<file path="config.mk">
export PLATFORM = sky130hd
export DESIGN_NAME = linear_inflight_tracker
export DESIGN_NICKNAME = d
export VERILOG_FILES = /design/src/rtl/linear_inflight_tracker.sv
export SDC_FILE = /design/constraint.sdc
export NUM_CORES = 1
export LEC_CHECK = 0
export BUFFER_PORTS_ARGS = -buffer_cell sky130_fd_sc_hd__buf_2
export CAP_MARGIN = 10
export CORE_MARGIN = 2
export CORE_UTILIZATION = 42
export CTS_CLUSTER_DIAMETER = 150
export DETAILED_ROUTE_END_ITERATION = 7
export GPL_TIMING_DRIVEN = 0
export HOLD_SLACK_MARGIN = 0.05
export RECOVER_POWER = 100
export SYNTH_ARGS = -nofsm -noshare
export SYNTH_HDL_FRONTEND = slang
export SYNTH_SLANG_ARGS = --single-unit
export TNS_END_PERCENT = 10
</file>
<file path="constraint.sdc">
create_clock -name i_clk -period 5.66 [get_ports i_clk]
set_input_delay 0.566 -clock i_clk [delete_from_list [all_inputs] [get_ports i_clk]]
set_output_delay 0.566 -clock i_clk [all_outputs]
set_load 0.005 [all_outputs]
</file>
<file path="src/rtl/linear_inflight_tracker.sv">
// linear_inflight_tracker: queues Allocator slot IDs, dispatches them, tracks in-flight slots and returns completions in order; optional stall counter under LINEAR_TRACKER_STALL_CNT_EN
module linear_inflight_tracker #(
  parameter int IDW   = 4,
  parameter int DEPTH = 8,
  parameter int CW    = 16
) (
  input  logic           i_clk,
  input  logic           i_rst,
  input  logic           linear_rdy,
  output logic           linear_ack,
  input  logic [IDW-1:0] i_linear_id,
  output logic           dispatch_rdy,
  input  logic           dispatch_ack,
  output logic [IDW-1:0] o_dispatch_id,
  input  logic           done_rdy,
  output logic           done_ack,
  output logic           free_rdy,
  input  logic           free_ack,
  output logic [IDW-1:0] o_free_id,
  output logic [CW-1:0]  o_stall_cnt
);
  localparam int AW = $clog2(DEPTH);
  localparam int PW = AW + 1;
  logic [IDW-1:0] mem_q [DEPTH];
  logic [PW-1:0]  wp_q, wp_d, dp_q, dp_d, rp_q, rp_d;
  logic [PW-1:0]  occ, pend, infl;
  logic           free_rdy_q, free_rdy_d;
  logic [IDW-1:0] free_id_q, free_id_d;
  logic           push, disp, done;
  // handshakes and next-state; acks are held low during reset so nothing appears to transfer
  always_comb begin
    occ           = wp_q - rp_q;
    pend          = wp_q - dp_q;
    infl          = dp_q - rp_q;
    linear_ack    = linear_rdy && !i_rst && (occ != PW'(DEPTH));
    dispatch_rdy  = pend != '0;
    o_dispatch_id = mem_q[dp_q[AW-1:0]];
    done_ack      = done_rdy && !i_rst && (infl != '0) && (!free_rdy_q || free_ack);
    push          = linear_ack;
    disp          = dispatch_rdy && dispatch_ack;
    done          = done_ack;
    wp_d          = wp_q + PW'(push);
    dp_d          = dp_q + PW'(disp);
    rp_d          = rp_q + PW'(done);
    free_rdy_d    = done ? 1'b1 : (free_ack ? 1'b0 : free_rdy_q);
    free_id_d     = done ? mem_q[rp_q[AW-1:0]] : free_id_q;
  end
  // pointers and the registered free output
  always_ff @(posedge i_clk) begin
    if (i_rst) begin
      wp_q       <= '0;
      dp_q       <= '0;
      rp_q       <= '0;
      free_rdy_q <= 1'b0;
      free_id_q  <= '0;
    end else begin
      wp_q       <= wp_d;
      dp_q       <= dp_d;
      rp_q       <= rp_d;
      free_rdy_q <= free_rdy_d;
      free_id_q  <= free_id_d;
    end
  end
  // slot ID storage; contents are don't-care after reset
  always_ff @(posedge i_clk) begin
    if (push) mem_q[wp_q[AW-1:0]] <= i_linear_id;
  end
  assign free_rdy  = free_rdy_q;
  assign o_free_id = free_id_q;
`ifdef LINEAR_TRACKER_STALL_CNT_EN
  logic [CW-1:0] stall_q, stall_d;
  // saturating count of cycles the Allocator was back-pressured
  always_comb begin
    stall_d = (linear_rdy && !linear_ack && stall_q != '1) ? stall_q + 1'b1 : stall_q;
  end
  // stall counter register
  always_ff @(posedge i_clk) begin
    if (i_rst) stall_q <= '0;
    else stall_q <= stall_d;
  end
  assign o_stall_cnt = stall_q;
`else
  assign o_stall_cnt = '0;
`endif
endmodule

</file>
==> qor.csv <==
metric;value;unit
status;complete, no violations;
ios;38;
finish.net_count;290;
cts.sinks;49;
synth_cell_types;39;
crit_path_max_fanout;10;
post-route-util;0.477;
hp-class;flop to flop;
start_util;0.427;
io_buffers;21;
hpwl;3900;um
drv_slew;0;
hold_buffers;0;
power_frac_seq;0.423;
drive_gt1_frac;0.211;
die_h;83.9;um
internal_power;688;uW
yosys_register_bits;49;
postLayoutCellArea;3000;um2
endpoint_kind;flop;
synth_seq_area_share;0.485;
placed_area;2940;um2
crit_type;flop to flop;
antennaDiodeCount;0;
ctsHtreeMaxLevel;2;
p_sw_frac;0.331;
pre_cts_slack;2.25;ns
fin_cells;343;
die_w;83.9;um
grt_pass1_vias;1656;
wl_per_cell;15.2;um
grt_pass1_wl;8390;um
grt_max_degree;17;
synth_top_area_share;0.358;
cts_setup_buffers;0;
ys.warnings.count;0;
rows;29;
path_common_cell;clkbuf_1;
path_cells;clkbuf_1 -> inv_1 -> ha_1 -> nor2b_1 -> o21a_1 -> or3_1 -> a311o_1 -> clkbuf_1 -> nor4b_1;
overflow;0;
synth_top_area_cell;edfxtp_1;
hold_viol;0;
finalCriticalPeriod;3.89;ns
cp_slowest_cell;nor4b_1;
relSlewSlack;0.250;
crit_family;simple AND/OR/NAND/NOR gates;
fin_setup_tns;0;ns
clock.fmax;257;MHz
clockBufferDepth;2;
cts-buffers-inserted;5;
cap_violations;0;
p_leak;1.13;nW
design.core.area;6280;um2
slowest_delay;0.95;ns
clock_latency;0.31;ns
cts_root_buffer;clkbuf_8;
dr.first_iter.drc_count;94;
drt_pass1_iterations;4;
critPathRequiredTime;5.59;ns
clock_power_share;0.209;
start_kind;flop;
crit_buf_inv;3;
clk_pin_slew;0.09;ns
post_synth_inst_count;222;
finalPower;1.03;mW
die_area;7040;um2
cts_resized;0;
fin_skew;0.00470;ns
fin_crit_sh;0.688;
setup_viol;0;
antenna_found_initial;0;
final_antenna_net_count;0;
drc;0;
cts_tree;built;
num_vias;1708;
area_growth;11.7;%
rsz0062_at_grt;false;
cp_data_arrival_time;3.82;ns
fin_ws;1.77;ns
num-fill-cells;587;
holdWs;0.536;ns
avgSynthCellArea;12.1;um2
synth.cell_area;2680;um2
routabilityCongestion;0.791;
via_per_inst;4.98;
p_per_area;343;nW/um2
power.net_switching;340;uW
worst_slew_pin_slew;1.11;ns
track_usage;0.155;
peakVddDrop;0.000137;V
ys_top_cells_by_area;edfxtp_1, dfxtp_1, mux4_2;
wl;5210;um
dp_cells;335;
power_frac_comb;0.368;
[layout make-up]
cell class | instances | area [um2] | share of cell area
flip-flops and latches | 49 | 1300 | 0.434
multi-input cells | 152 | 1200 | 0.400
plain buffers | 26 | 178 | 0.0593
well taps | 77 | 96.3 | 0.0322
repair buffers | 21 | 93.8 | 0.0313
clock buffers | 5 | 68.8 | 0.0230
inverters | 10 | 37.5 | 0.0125
clock inverters | 3 | 21.3 | 0.00710
[kinds of logic (layout without fill, tap and decap cells)]
group | Yosys count | in the layout | synth area share
other | 1 | 16 | 0.00140
AO/OA/AOI/OAI | 26 | 26 | 0.0700
flip-flops | 49 | 49 | 0.485
multiplexers | 13 | 13 | 0.105
XOR/XNOR | 11 | 11 | 0.0359
adder cells (fa/ha/maj) | 15 | 15 | 0.0700
buffers and inverters | 36 | 65 | 0.0840
AND/OR/NAND/NOR | 71 | 71 | 0.149
[worst paths after layout]
path / start / end / slack (ns) / cells after the start
worst max-delay path: rp_q[1]$_SDFF_PP0_ / mem_q[5][0]$_DFFE_PP_ / 1.77 / 9
worst min-delay path: free_rdy$_SDFFE_PP0P_ / free_rdy$_SDFFE_PP0P_ / 0.54 / 2
worst max register to register: rp_q[1]$_SDFF_PP0_ / mem_q[5][0]$_DFFE_PP_ / 1.77 / 9
worst min register to register: free_rdy$_SDFFE_PP0P_ / free_rdy$_SDFFE_PP0P_ / 0.54 / 2
[metal layers]
metal / up-vias / global-route usage / wire, um
met4: 0 / 0.0455 / 63
met2: 43 / 0.255 / 2400
met3: 5 / 0.0376 / 269
met5: - / 0 / 0
li1: 866 / - / -
met1: 794 / 0.203 / 2480
[worst min-delay path: stages (launching register included)]
cell and delay (ns):
dfxtp_1 0.32, nand2b_1 0.10, a21oi_1 0.07
[power groups by stage]
stage / sequential (mW) / clock (mW) / combinational (mW)
finish: 0.435 / 0.215 / 0.379
global route: 0.441 / 0.234 / 0.426
CTS: 0.436 / 0.219 / 0.391
detailed placement: 0.445 / 0 / 0.388
global placement: 0.443 / 0 / 0.381
floorplan: 0.440 / 0 / 0.283
[cells in the mapped netlist]
| cell | number |
|---|---|
| o21a_1 | 1 |
| conb_1 | 1 |
| or4_1 | 4 |
| dfxtp_1 | 17 |
| nor2_1 | 11 |
| o21ai_0 | 5 |
| a21bo_2 | 1 |
| xnor2_1 | 6 |
| or3_1 | 1 |
| o31ai_1 | 4 |
| and3_1 | 1 |
| nand2b_1 | 4 |
| mux2_2 | 1 |
| inv_2 | 2 |
| a21oi_1 | 4 |
| xor2_1 | 5 |
| and2_1 | 1 |
| o2111ai_1 | 1 |
| clkbuf_1 | 3 |
| nor4_1 | 4 |
| and3_2 | 1 |
| mux4_2 | 12 |
| inv_1 | 8 |
| buf_6 | 3 |
| ha_1 | 15 |
| nand3_1 | 3 |
| nand2_1 | 15 |
| a2111oi_0 | 4 |
| nand3b_1 | 1 |
| nor4b_2 | 2 |
| o2111a_1 | 1 |
| nor2b_1 | 20 |
| nor3_1 | 2 |
| edfxtp_1 | 32 |
| buf_4 | 17 |
| a211oi_1 | 4 |
| nor3b_1 | 1 |
| a311o_1 | 1 |
| buf_2 | 3 |
[registers in the layout, indices dropped and copies added (netlist names)]
name,count
mem_q,32
rp_q,4
o_free_id,4
free_rdy,1
wp_q,4
dp_q,4
[layout by cell type, fill, tap and decap left out, types with 2 or more instances in the layout]
cell       count
a2111oi_0      4
a211oi_1       4
a21oi_1        4
buf_2         13
buf_4         17
buf_6          2
clkbuf_1      15
clkbuf_8       5
conb_1        16
dfxtp_1       17
edfxtp_1      32
ha_1          15
inv_1          8
mux4_2        12
nand2_1       15
nand2b_1       4
nand3_1        3
nor2_1        11
nor2b_1       20
nor3_1         2
nor4_1         4
nor4b_1        2
o21ai_0        5
o31ai_1        4
or4_1          4
xnor2_1        6
xor2_1         5
Power figures use the tool's default switching activity.
